<file path="config.mk">
export PLATFORM = sky130hd
export DESIGN_NAME = rot_cmd_sequencer
export DESIGN_NICKNAME = d
export VERILOG_FILES = /design/src/rtl/rot_pkg.sv /design/src/rtl/rot_cmd_fifo.sv /design/src/rtl/rot_cmd_sequencer.sv
export SDC_FILE = /design/constraint.sdc
export NUM_CORES = 1
export LEC_CHECK = 0
export ABC_AREA = 1
export ABC_CLOCK_PERIOD_IN_PS = 4400
export CORE_MARGIN = 10
export CORE_UTILIZATION = 45
export CTS_CLUSTER_SIZE = 28
export DETAILED_ROUTE_END_ITERATION = 7
export HOLD_SLACK_MARGIN = 0.1
export PLACE_DENSITY = 0.63
export SYNTH_ARGS = -nofsm -noshare
export SYNTH_HDL_FRONTEND = slang
export SYNTH_HIERARCHICAL = 1
export SYNTH_SLANG_ARGS = --single-unit
</file>
<file path="constraint.sdc">
create_clock -name clk -period 4.4 [get_ports clk]
set_input_delay 0.88 -clock clk [delete_from_list [all_inputs] [get_ports clk]]
set_output_delay 0.88 -clock clk [all_outputs]
set_load 0.01 [all_outputs]
</file>
<file path="src/rtl/rot_pkg.sv">
// Shared definitions for the rotator command sequencer:
// opcodes, command word layout and FSM state encoding.
package rot_pkg;

  localparam logic [1:0] OP_HOLD = 2'b00;
  localparam logic [1:0] OP_SHL  = 2'b01;
  localparam logic [1:0] OP_ROTR = 2'b10;
  localparam logic [1:0] OP_LOAD = 2'b11;

  // Command word: {op, amt, data, rep}
  localparam int CMD_W    = 15;
  localparam int REP_LSB  = 0;
  localparam int DATA_LSB = 2;
  localparam int AMT_LSB  = 10;
  localparam int OP_LSB   = 13;

  typedef enum logic [1:0] {
    S_IDLE  = 2'd0,
    S_ISSUE = 2'd1,
    S_GAP   = 2'd2
  } state_t;

  function automatic logic [CMD_W-1:0] pack_cmd(
    input logic [1:0] op,
    input logic [2:0] amt,
    input logic [7:0] data,
    input logic [1:0] rep
  );
    return {op, amt, data, rep};
  endfunction

endpackage

</file>
<file path="src/rtl/rot_cmd_fifo.sv">
// Four-entry register FIFO holding packed rotator commands.
// Full/empty come from the occupancy counter; pointers just wrap.
module rot_cmd_fifo
  import rot_pkg::*;
#(
  parameter int DEPTH = 4
) (
  input  logic             clk,
  input  logic             rst,
  input  logic             flush,
  input  logic             push,
  input  logic             pop,
  input  logic [CMD_W-1:0] wdata,
  output logic [CMD_W-1:0] rdata,
  output logic             full,
  output logic             empty,
  output logic [2:0]       level
);

  logic [CMD_W-1:0] mem [DEPTH];
  logic [1:0]       wp;
  logic [1:0]       rp;

  assign rdata = mem[rp];
  assign full  = (level == 3'(DEPTH));
  assign empty = (level == 3'd0);

  always_ff @(posedge clk) begin
    if (push) mem[wp] <= wdata;
  end

  always_ff @(posedge clk or posedge rst) begin
    if (rst) begin
      wp    <= 2'd0;
      rp    <= 2'd0;
      level <= 3'd0;
    end else if (flush) begin
      wp    <= 2'd0;
      rp    <= 2'd0;
      level <= 3'd0;
    end else begin
      if (push) wp <= wp + 2'd1;
      if (pop)  rp <= rp + 2'd1;
      level <= level + 3'(push) - 3'(pop);
    end
  end

endmodule

</file>
<file path="src/rtl/rot_cmd_sequencer.sv">
// Queues rotator commands and replays them onto c/s/i with a
// fixed number of hold cycles after every issue.
module rot_cmd_sequencer
  import rot_pkg::*;
#(
  parameter int GAP_CYCLES = 2,
  parameter int DEPTH      = 4
) (
  input  logic       clk,
  input  logic       rst,
  input  logic       cmd_valid,
  output logic       cmd_ready,
  input  logic [1:0] cmd_op,
  input  logic [2:0] cmd_amt,
  input  logic [7:0] cmd_data,
  input  logic [1:0] cmd_rep,
  input  logic       flush,
  output logic [1:0] c,
  output logic [2:0] s,
  output logic [7:0] i,
  output logic       busy,
  output logic       cmd_done,
  output logic [2:0] level
);

  localparam bit NO_GAP = (GAP_CYCLES == 0);
  localparam logic [2:0] GAP_LD =
    NO_GAP ? 3'd0 : 3'(GAP_CYCLES - 1);

  state_t           state;
  logic [1:0]       cur_op;
  logic [1:0]       rep_cnt;
  logic [2:0]       gap_cnt;
  logic             full;
  logic             empty;
  logic             push;
  logic             pop;
  logic             last_slot;
  logic [CMD_W-1:0] head;
  logic [1:0]       h_op;
  logic [2:0]       h_amt;
  logic [7:0]       h_data;
  logic [1:0]       h_rep;

  assign cmd_ready = !full && !flush && !rst;
  assign push      = cmd_valid && cmd_ready;
  assign busy      = (state != S_IDLE) || !empty;

  assign h_op   = head[OP_LSB +: 2];
  assign h_amt  = head[AMT_LSB +: 3];
  assign h_data = head[DATA_LSB +: 8];
  assign h_rep  = head[REP_LSB +: 2];

  // Final cycle of the current issue slot (issue plus its gap)
  always_comb begin
    last_slot = 1'b0;
    if (state == S_ISSUE && NO_GAP)   last_slot = 1'b1;
    if (state == S_GAP && gap_cnt == 3'd0) last_slot = 1'b1;
    pop = !flush && !empty &&
          (state == S_IDLE || (last_slot && rep_cnt == 2'd0));
  end

  rot_cmd_fifo #(
    .DEPTH (DEPTH)
  ) u_fifo (
    .clk   (clk),
    .rst   (rst),
    .flush (flush),
    .push  (push),
    .pop   (pop),
    .wdata (pack_cmd(cmd_op, cmd_amt, cmd_data, cmd_rep)),
    .rdata (head),
    .full  (full),
    .empty (empty),
    .level (level)
  );

  always_ff @(posedge clk or posedge rst) begin
    if (rst) begin
      state    <= S_IDLE;
      cur_op   <= OP_HOLD;
      rep_cnt  <= 2'd0;
      gap_cnt  <= 3'd0;
      c        <= OP_HOLD;
      s        <= 3'd0;
      i        <= 8'h00;
      cmd_done <= 1'b0;
    end else if (flush) begin
      state    <= S_IDLE;
      c        <= OP_HOLD;
      cmd_done <= 1'b0;
    end else if (pop) begin
      state    <= S_ISSUE;
      cur_op   <= h_op;
      rep_cnt  <= h_rep;
      c        <= h_op;
      s        <= h_amt;
      i        <= h_data;
      cmd_done <= NO_GAP && (h_rep == 2'd0);
    end else if (last_slot && rep_cnt != 2'd0) begin
      state    <= S_ISSUE;
      rep_cnt  <= rep_cnt - 2'd1;
      c        <= cur_op;
      cmd_done <= NO_GAP && (rep_cnt == 2'd1);
    end else if (last_slot) begin
      state    <= S_IDLE;
      c        <= OP_HOLD;
      cmd_done <= 1'b0;
    end else if (state == S_ISSUE) begin
      state    <= S_GAP;
      gap_cnt  <= GAP_LD;
      c        <= OP_HOLD;
      cmd_done <= (GAP_LD == 3'd0) && (rep_cnt == 2'd0);
    end else if (state == S_GAP) begin
      gap_cnt  <= gap_cnt - 3'd1;
      cmd_done <= (gap_cnt == 3'd1) && (rep_cnt == 2'd0);
    end else begin
      c        <= OP_HOLD;
      cmd_done <= 1'b0;
    end
  end

endmodule

</file>
==> impl_metrics.csv, run 1 <==
group,metric,value,unit
status,status,"complete, no violations",
layout,fill_cells,791,
cts,clkSinkCount,90,
timing,rsz0062_at_grt,"no",
die,die_x,114,um
job,drv_cap,0,
global_route,grt_overflow,0,
die,start_util,45.9,%
layout,antenna_cells,0,
timing,setup_slack,1170,ps
placed_design,io_buffers,37,
timing,final-max-slew-violation-count,0,
routing,drt_drc_violations_left,0,
timing,min_period,3230,ps
routing,wl,7220,um
layout,postLayoutCellArea,0.00458,mm^2
power,combPwrFrac,30.4,%
critical_path,timing.rr.start,"gap_cnt[0]",
cts,h-tree-depth,3,
logic_synthesis,ys_types,27,
placed_design,placed_area,0.00438,mm^2
die,fp.coreArea,0.00868,mm^2
global_route,grt_usage,11.7,%
routing,drt_first_pass_iters,4,
cts,ctsResizeCount,0,
critical_path,crit_path_end_kind,"primary output",
min_path,whs_endpoint,"i[0]",
cts,clock_latency,350,ps
logic_synthesis,synth_adder_area_share,4.59,%
power,p_switching,789,uW
timing,fin_crit_sh,73.3,%
global_route,grt_start_max_net_pins,36,
logic_synthesis,synth_nets,398,
critical_path,reg2reg_depth,13,
cts,path_clk_slew,90,ps
cts,hold_buffers,0,
routing,vias_per_cell,4.80,
cts,cts_inserted_buffers,9,
cts,postCtsSetupRepairBufs,0,
critical_path,ff2ff_setup_slack,1860,ps
min_path,hold_path_startpoint,"i[0]",
routing,avgRoutedWirePerCell,14.0,um
cts,cts_buffer_depth,2,
die,num_rows,34,
die,die_h,114,um
power,vdd_drop_max,291,uV
cts,clockRootBuffer,"clkbuf_8",
placed_design,pre_cts_ws,1040,ps
layout,final-seq-area,0.00255,mm^2
logic_synthesis,ys_ff_latch,90,
routing,drt_iter0_drc,102,
layout,syn_to_final_growth,15.2,%
timing,clock_skew,9.87,ps
min_path,min_path_cells,2,
critical_path,setup.worst_path.start_class,"primary input",
die,die-area,0.0130,mm^2
logic_synthesis,synth_compound_area_share,8.33,%
timing,tns,0,ps
logic_synthesis,netlist_area,0.00398,mm^2
logic_synthesis,synth_top_family_by_area,"simple AND/OR/NAND/NOR gates",
power,p_total,2410,uW
placed_design,gp_congestion,0.775,
logic_synthesis,synthXorXnorAreaFrac,0.220,%
critical_path,r2r-end,"u_fifo/level[2]",
power,intPower,1620,uW
min_path,worstHoldPathType,"register to register",
global_route,antenna_found_initial,0,
critical_path,crit_fanout,8,
logic_synthesis,synth.avg_cell_area,10.9,um^2
layout,drive_gt1_share,6.88,%
critical_path,crit_required,3520,ps
power,switching_share,32.7,%
power,powerDensity,526,mW/mm^2
layout,multi_input_area,0.00109,mm^2
timing,worst_slew_margin_rel,29.1,%
power,clkPwrFrac,23.2,%
logic_synthesis,ys_seq_area_share,64.1,%
critical_path,crit_path_start,"flush",
global_route,grt_pass1_wl,12200,um
timing,hold_viol,0,
logic_synthesis,yosysWarnings,6,
logic_synthesis,synth_cells,365,
critical_path,crit_arrival,2350,ps
die,ios,38,
critical_path,worstSetupPathType,"primary input to primary output",
logic_synthesis,synthMuxAreaShare,0,%
timing,setup_viol,0,
timing,max_freq,0.310,GHz
power,p_leak,0.00194,uW
power,p_seq_share,46.4,%
logic_synthesis,synth-simple-area-share,14.2,%
cts,cts_tree,"yes",
global_route,grt_pass1_vias,2468,
layout,nets,435,
routing,ant_nets,0,
placed_design,dp_hpwl,4800,um
timing,worst_pin_slew,1060,ps
routing,dr_total_vias,2472,
-- kinds of logic (layout without fill, tap and decap cells) --
family | Yosys count | in the layout
AO/OA/AOI/OAI | 55 | 55
XOR/XNOR | 1 | 1
adder cells (fa/ha/maj) | 14 | 14
buffers and inverters | 71 | 113
flip-flops | 90 | 90
AND/OR/NAND/NOR | 134 | 134
-- layout make-up --
type / count / share of cell area, %
clock buffer: 11 / 3.08
clock inverter: 5 / 1.36
inverter: 58 / 4.75
multi-input combinational: 204 / 23.8
sequential: 90 / 55.7
tap: 108 / 2.95
timing repair buffer: 39 / 8.41
-- state kept, by name (all words and copies together) (netlist names) --
register,flops
c,2
cmd_done,1
cur_op,2
gap_cnt,3
i,8
rep_cnt,2
s,3
state,2
u_fifo/level,3
u_fifo/mem,60
u_fifo/rp,2
u_fifo/wp,2
-- worst max path at each step --
stage	end	slack [ps]	cells after the start
after detailed placement	u_fifo/level[2]	1040	11
after CTS	cmd_ready	1160	3
final	cmd_ready	1170	3
after floorplan	u_fifo/level[2]	1680	10
after global routing	cmd_ready	1100	3
after global placement	u_fifo/level[2]	1090	11
-- cell usage after synthesis (all sizes together) --
master | number | area, um^2
nand2 | 102 | 390
edfxtp | 60 | 1800
inv | 58 | 218
dfrtp | 30 | 751
a21oi | 19 | 106
o21ai | 18 | 90.1
o211ai | 17 | 128
buf | 13 | 120
ha | 13 | 163
nor2 | 12 | 50.1
nand4 | 9 | 62.6
nand3 | 7 | 40.0
nor3 | 2 | 10.0
a21boi | 1 | 7.51
and2 | 1 | 6.26
fa | 1 | 20.0
nand3b | 1 | 7.51
xor2 | 1 | 8.76
-- cell usage in the layout (no fill, tap or decap), types with 2 or more instances in the layout --
cell type         n
nand2_1          99
edfxtp_1         60
inv_1            55
clkdlybuf4s50_1  37
dfrtp_1          30
a21oi_1          18
o211ai_1         17
o21ai_1          14
ha_1             13
nor2_1           10
clkbuf_8         10
nand4_1           8
nand3_1           6
o21ai_0           4
inv_2             3
nand2_2           3
nor2_2            2
nor3_1            2
clkinvlp_4        2
buf_4             2
-- critical path, stage by stage --
cell	delay, ps
clkdlybuf4s50_1	580
nor3_1	300
clkdlybuf4s50_1	580
-- metal layers --
metal,track usage (%),share of wire [%],vias up
li1,-,-,1279
met3,3.78,4.4,7
met2,19.2,49,42
met1,14.2,46,1144
met4,3.84,1.3,0
met5,0,0,-
-- stage by stage --
| stage | cells | util (%) | hold WS (ps) |
|---|---|---|---|
| floorplan | 365 | - | 449 |
| global placement | 499 | 50.5 | 464 |
| detailed placement | 499 | 50.5 | 465 |
| CTS | 515 | 52.8 | 488 |
| global route | 515 | 52.8 | 525 |
| finish | 515 | 52.8 | 485 |
-- power by group through the flow --
stage,clock network [uW],logic (uW),registers [uW]
3_5_place_dp,0,749,1140
5_1_grt,612,845,1140
6_report,560,733,1120
3_3_place_gp,0,729,1140
4_1_cts,583,751,1120
2_1_floorplan,0,523,1120
(Power assumes the default switching activity.)
==> run 2, diff against run 1 <==
--- a/config.mk
+++ b/config.mk
@@ -6,13 +6,13 @@
 export NUM_CORES = 1
 export LEC_CHECK = 0
 export ABC_AREA = 1
-export ABC_CLOCK_PERIOD_IN_PS = 4400
+export ABC_CLOCK_PERIOD_IN_PS = 2700
 export CORE_MARGIN = 10
 export CORE_UTILIZATION = 45
 export CTS_CLUSTER_SIZE = 28
 export DETAILED_ROUTE_END_ITERATION = 7
 export HOLD_SLACK_MARGIN = 0.1
-export PLACE_DENSITY = 0.63
+export PLACE_DENSITY = 0.66
 export SYNTH_ARGS = -nofsm -noshare
 export SYNTH_HDL_FRONTEND = slang
 export SYNTH_HIERARCHICAL = 1
==> constraint.sdc (replaced) <==
create_clock -name clk -period 2.7 [get_ports clk]
set_input_delay 0.54 -clock clk [delete_from_list [all_inputs] [get_ports clk]]
set_output_delay 0.54 -clock clk [all_outputs]
set_load 0.01 [all_outputs]
==> impl_metrics.csv, run 2 (synthesis results as in run 1) <==
group,metric,value,unit
min_path,worstHoldPathType,"primary input to asynchronous set/reset pin",
global_route,grt_start_max_net_pins,45,
routing,avgRoutedWirePerCell,14.0,um
routing,drt_first_pass_iters,4,
routing,vias_per_cell,4.86,
layout,multi_input_area,0.00109,mm^2
cts,h-tree-depth,3,
cts,cts_buffer_depth,2,
power,combPwrFrac,32.0,%
routing,wl,7340,um
layout,final_common_cell,"nand2_1",
critical_path,crit_fanout,2,
cts,clockRootBuffer,"clkbuf_8",
layout,drive_gt1_share,9.35,%
power,p_seq_share,45.7,%
timing,min_period,2360,ps
layout,syn_to_final_growth,17.2,%
placed_design,pre_cts_ws,9.21,ps
layout,layout_common_cells,"nand2_1 (99), edfxtp_1 (60), inv_1 (55), clkdlybuf4s50_1 (37), dfrtp_1 (30)",
global_route,grt_usage,11.7,%
placed_design,dp_hpwl,4850,um
die,num_rows,34,
global_route,grt_pass1_vias,2482,
job,drv_cap,0,
cts,ctsResizeCount,0,
timing,worst_slew_margin_rel,57.9,%
critical_path,reg2reg_depth,11,
timing,final-max-slew-violation-count,0,
routing,drt_iter0_drc,108,
die,fp.coreArea,0.00868,mm^2
placed_design,gp_congestion,0.806,
power,powerDensity,847,mW/mm^2
power,vdd_drop_max,406,uV
layout,final-seq-area,0.00255,mm^2
critical_path,crit_required,2160,ps
timing,setup_slack,341,ps
critical_path,crit_path_end_kind,"primary output",
cts,clock_latency,350,ps
cts,path_clk_slew,100,ps
global_route,grt_overflow,0,
critical_path,timing.rr.start,"u_fifo/level[1]",
power,p_leak,0.00200,uW
timing,setup_viol,0,
layout,top_regs,"u_fifo/mem (60), i (8)",
timing,clock_skew,8.04,ps
routing,ant_nets,0,
critical_path,ff2ff_setup_slack,480,ps
layout,regMostFlops,"u_fifo/mem",
die,die_x,114,um
power,intPower,2580,uW
routing,dr_total_vias,2550,
die,die_h,114,um
timing,hold_viol,0,
power,p_switching,1360,uW
layout,largest_register_ffs,60,
timing,fin_crit_sh,87.4,%
cts,cts_inserted_buffers,9,
timing,whs,469,ps
status,status,"complete, no violations",
power,switching_share,34.6,%
critical_path,worstSetupPathType,"primary input to primary output",
timing,tns,0,ps
placed_design,io_buffers,37,
die,ios,38,
layout,antenna_cells,0,
routing,drt_drc_violations_left,0,
power,clkPwrFrac,22.4,%
layout,nets,445,
cts,postCtsSetupRepairBufs,0,
die,start_util,45.9,%
cts,cts_tree,"yes",
cts,clkSinkCount,90,
layout,fill_cells,765,
timing,rsz0062_at_grt,"no",
die,die-area,0.0130,mm^2
global_route,antenna_found_initial,0,
global_route,grt_pass1_wl,12200,um
timing,max_freq,0.424,GHz
critical_path,crit_arrival,1820,ps
critical_path,setup.worst_path.start_class,"primary input",
critical_path,r2r-end,"u_fifo/level[2]",
timing,worst_pin_slew,632,ps
cts,hold_buffers,0,
-- run 2: changes by cell type in the layout (fill, tap and decap cells not counted), sizes merged --
cell      previous run  this run
clkinvlp             2         1
bufinv               1         0
buf                  2        12
clkbuf              11         9
clkinv               1         3
inv                 59        61
-- run 2: stage by stage --
step                util (%)  total power, uW  area (um^2)  instances
global placement        51.5             3080         4470        509
floorplan                  -             2680         3980        365
global route            53.7             4250         4660        525
CTS                     53.7             4010         4660        525
detailed placement      51.5             3110         4470        509
finish                  53.7             3950         4660        525
-- run 2: final cells by class --
class | instances | share of cell area, %
Sequential cell | 90 | 54.7
Multi-Input combinational cell | 204 | 23.4
Timing Repair Buffer | 49 | 10.1
Inverter | 58 | 4.67
Tap cell | 108 | 2.90
Clock buffer | 9 | 2.66
Clock inverter | 7 | 1.56
-- run 2: power groups by stage --
stage               combinational [uW]  clock [uW]  sequential, uW
floorplan                          852           0            1830
global placement                  1250           0            1830
detailed placement                1270           0            1840
CTS                               1280         918            1810
global route                      1440         980            1830
finish                            1260         883            1800
-- run 2: worst max-delay path: stages --
cell	delay, ps
clkdlybuf4s50_1	450
nor3_1	250
clkdlybuf4s50_1	580
-- run 2: how the worst max path moves through the flow --
stage	startpoint	end	slack, ps	cells past startpoint
after floorplan	flush	u_fifo/level[2]	320	10
after global placement	flush	u_fifo/level[2]	70	11
after detailed placement	flush	u_fifo/level[2]	9	11
after CTS	flush	cmd_ready	330	3
after global routing	flush	u_fifo/level[2]	190	12
final	flush	cmd_ready	340	3
-- run 2: routing by layer --
layer / track usage (%) / vias to the layer above / part of all wire, %
met5: 0 / - / 0
met3: 3.52 / 7 / 5.0
li1: - / 1289 / -
met2: 18.5 / 44 / 47
met4: 4.26 / 0 / 0.82
met1: 14.8 / 1210 / 47
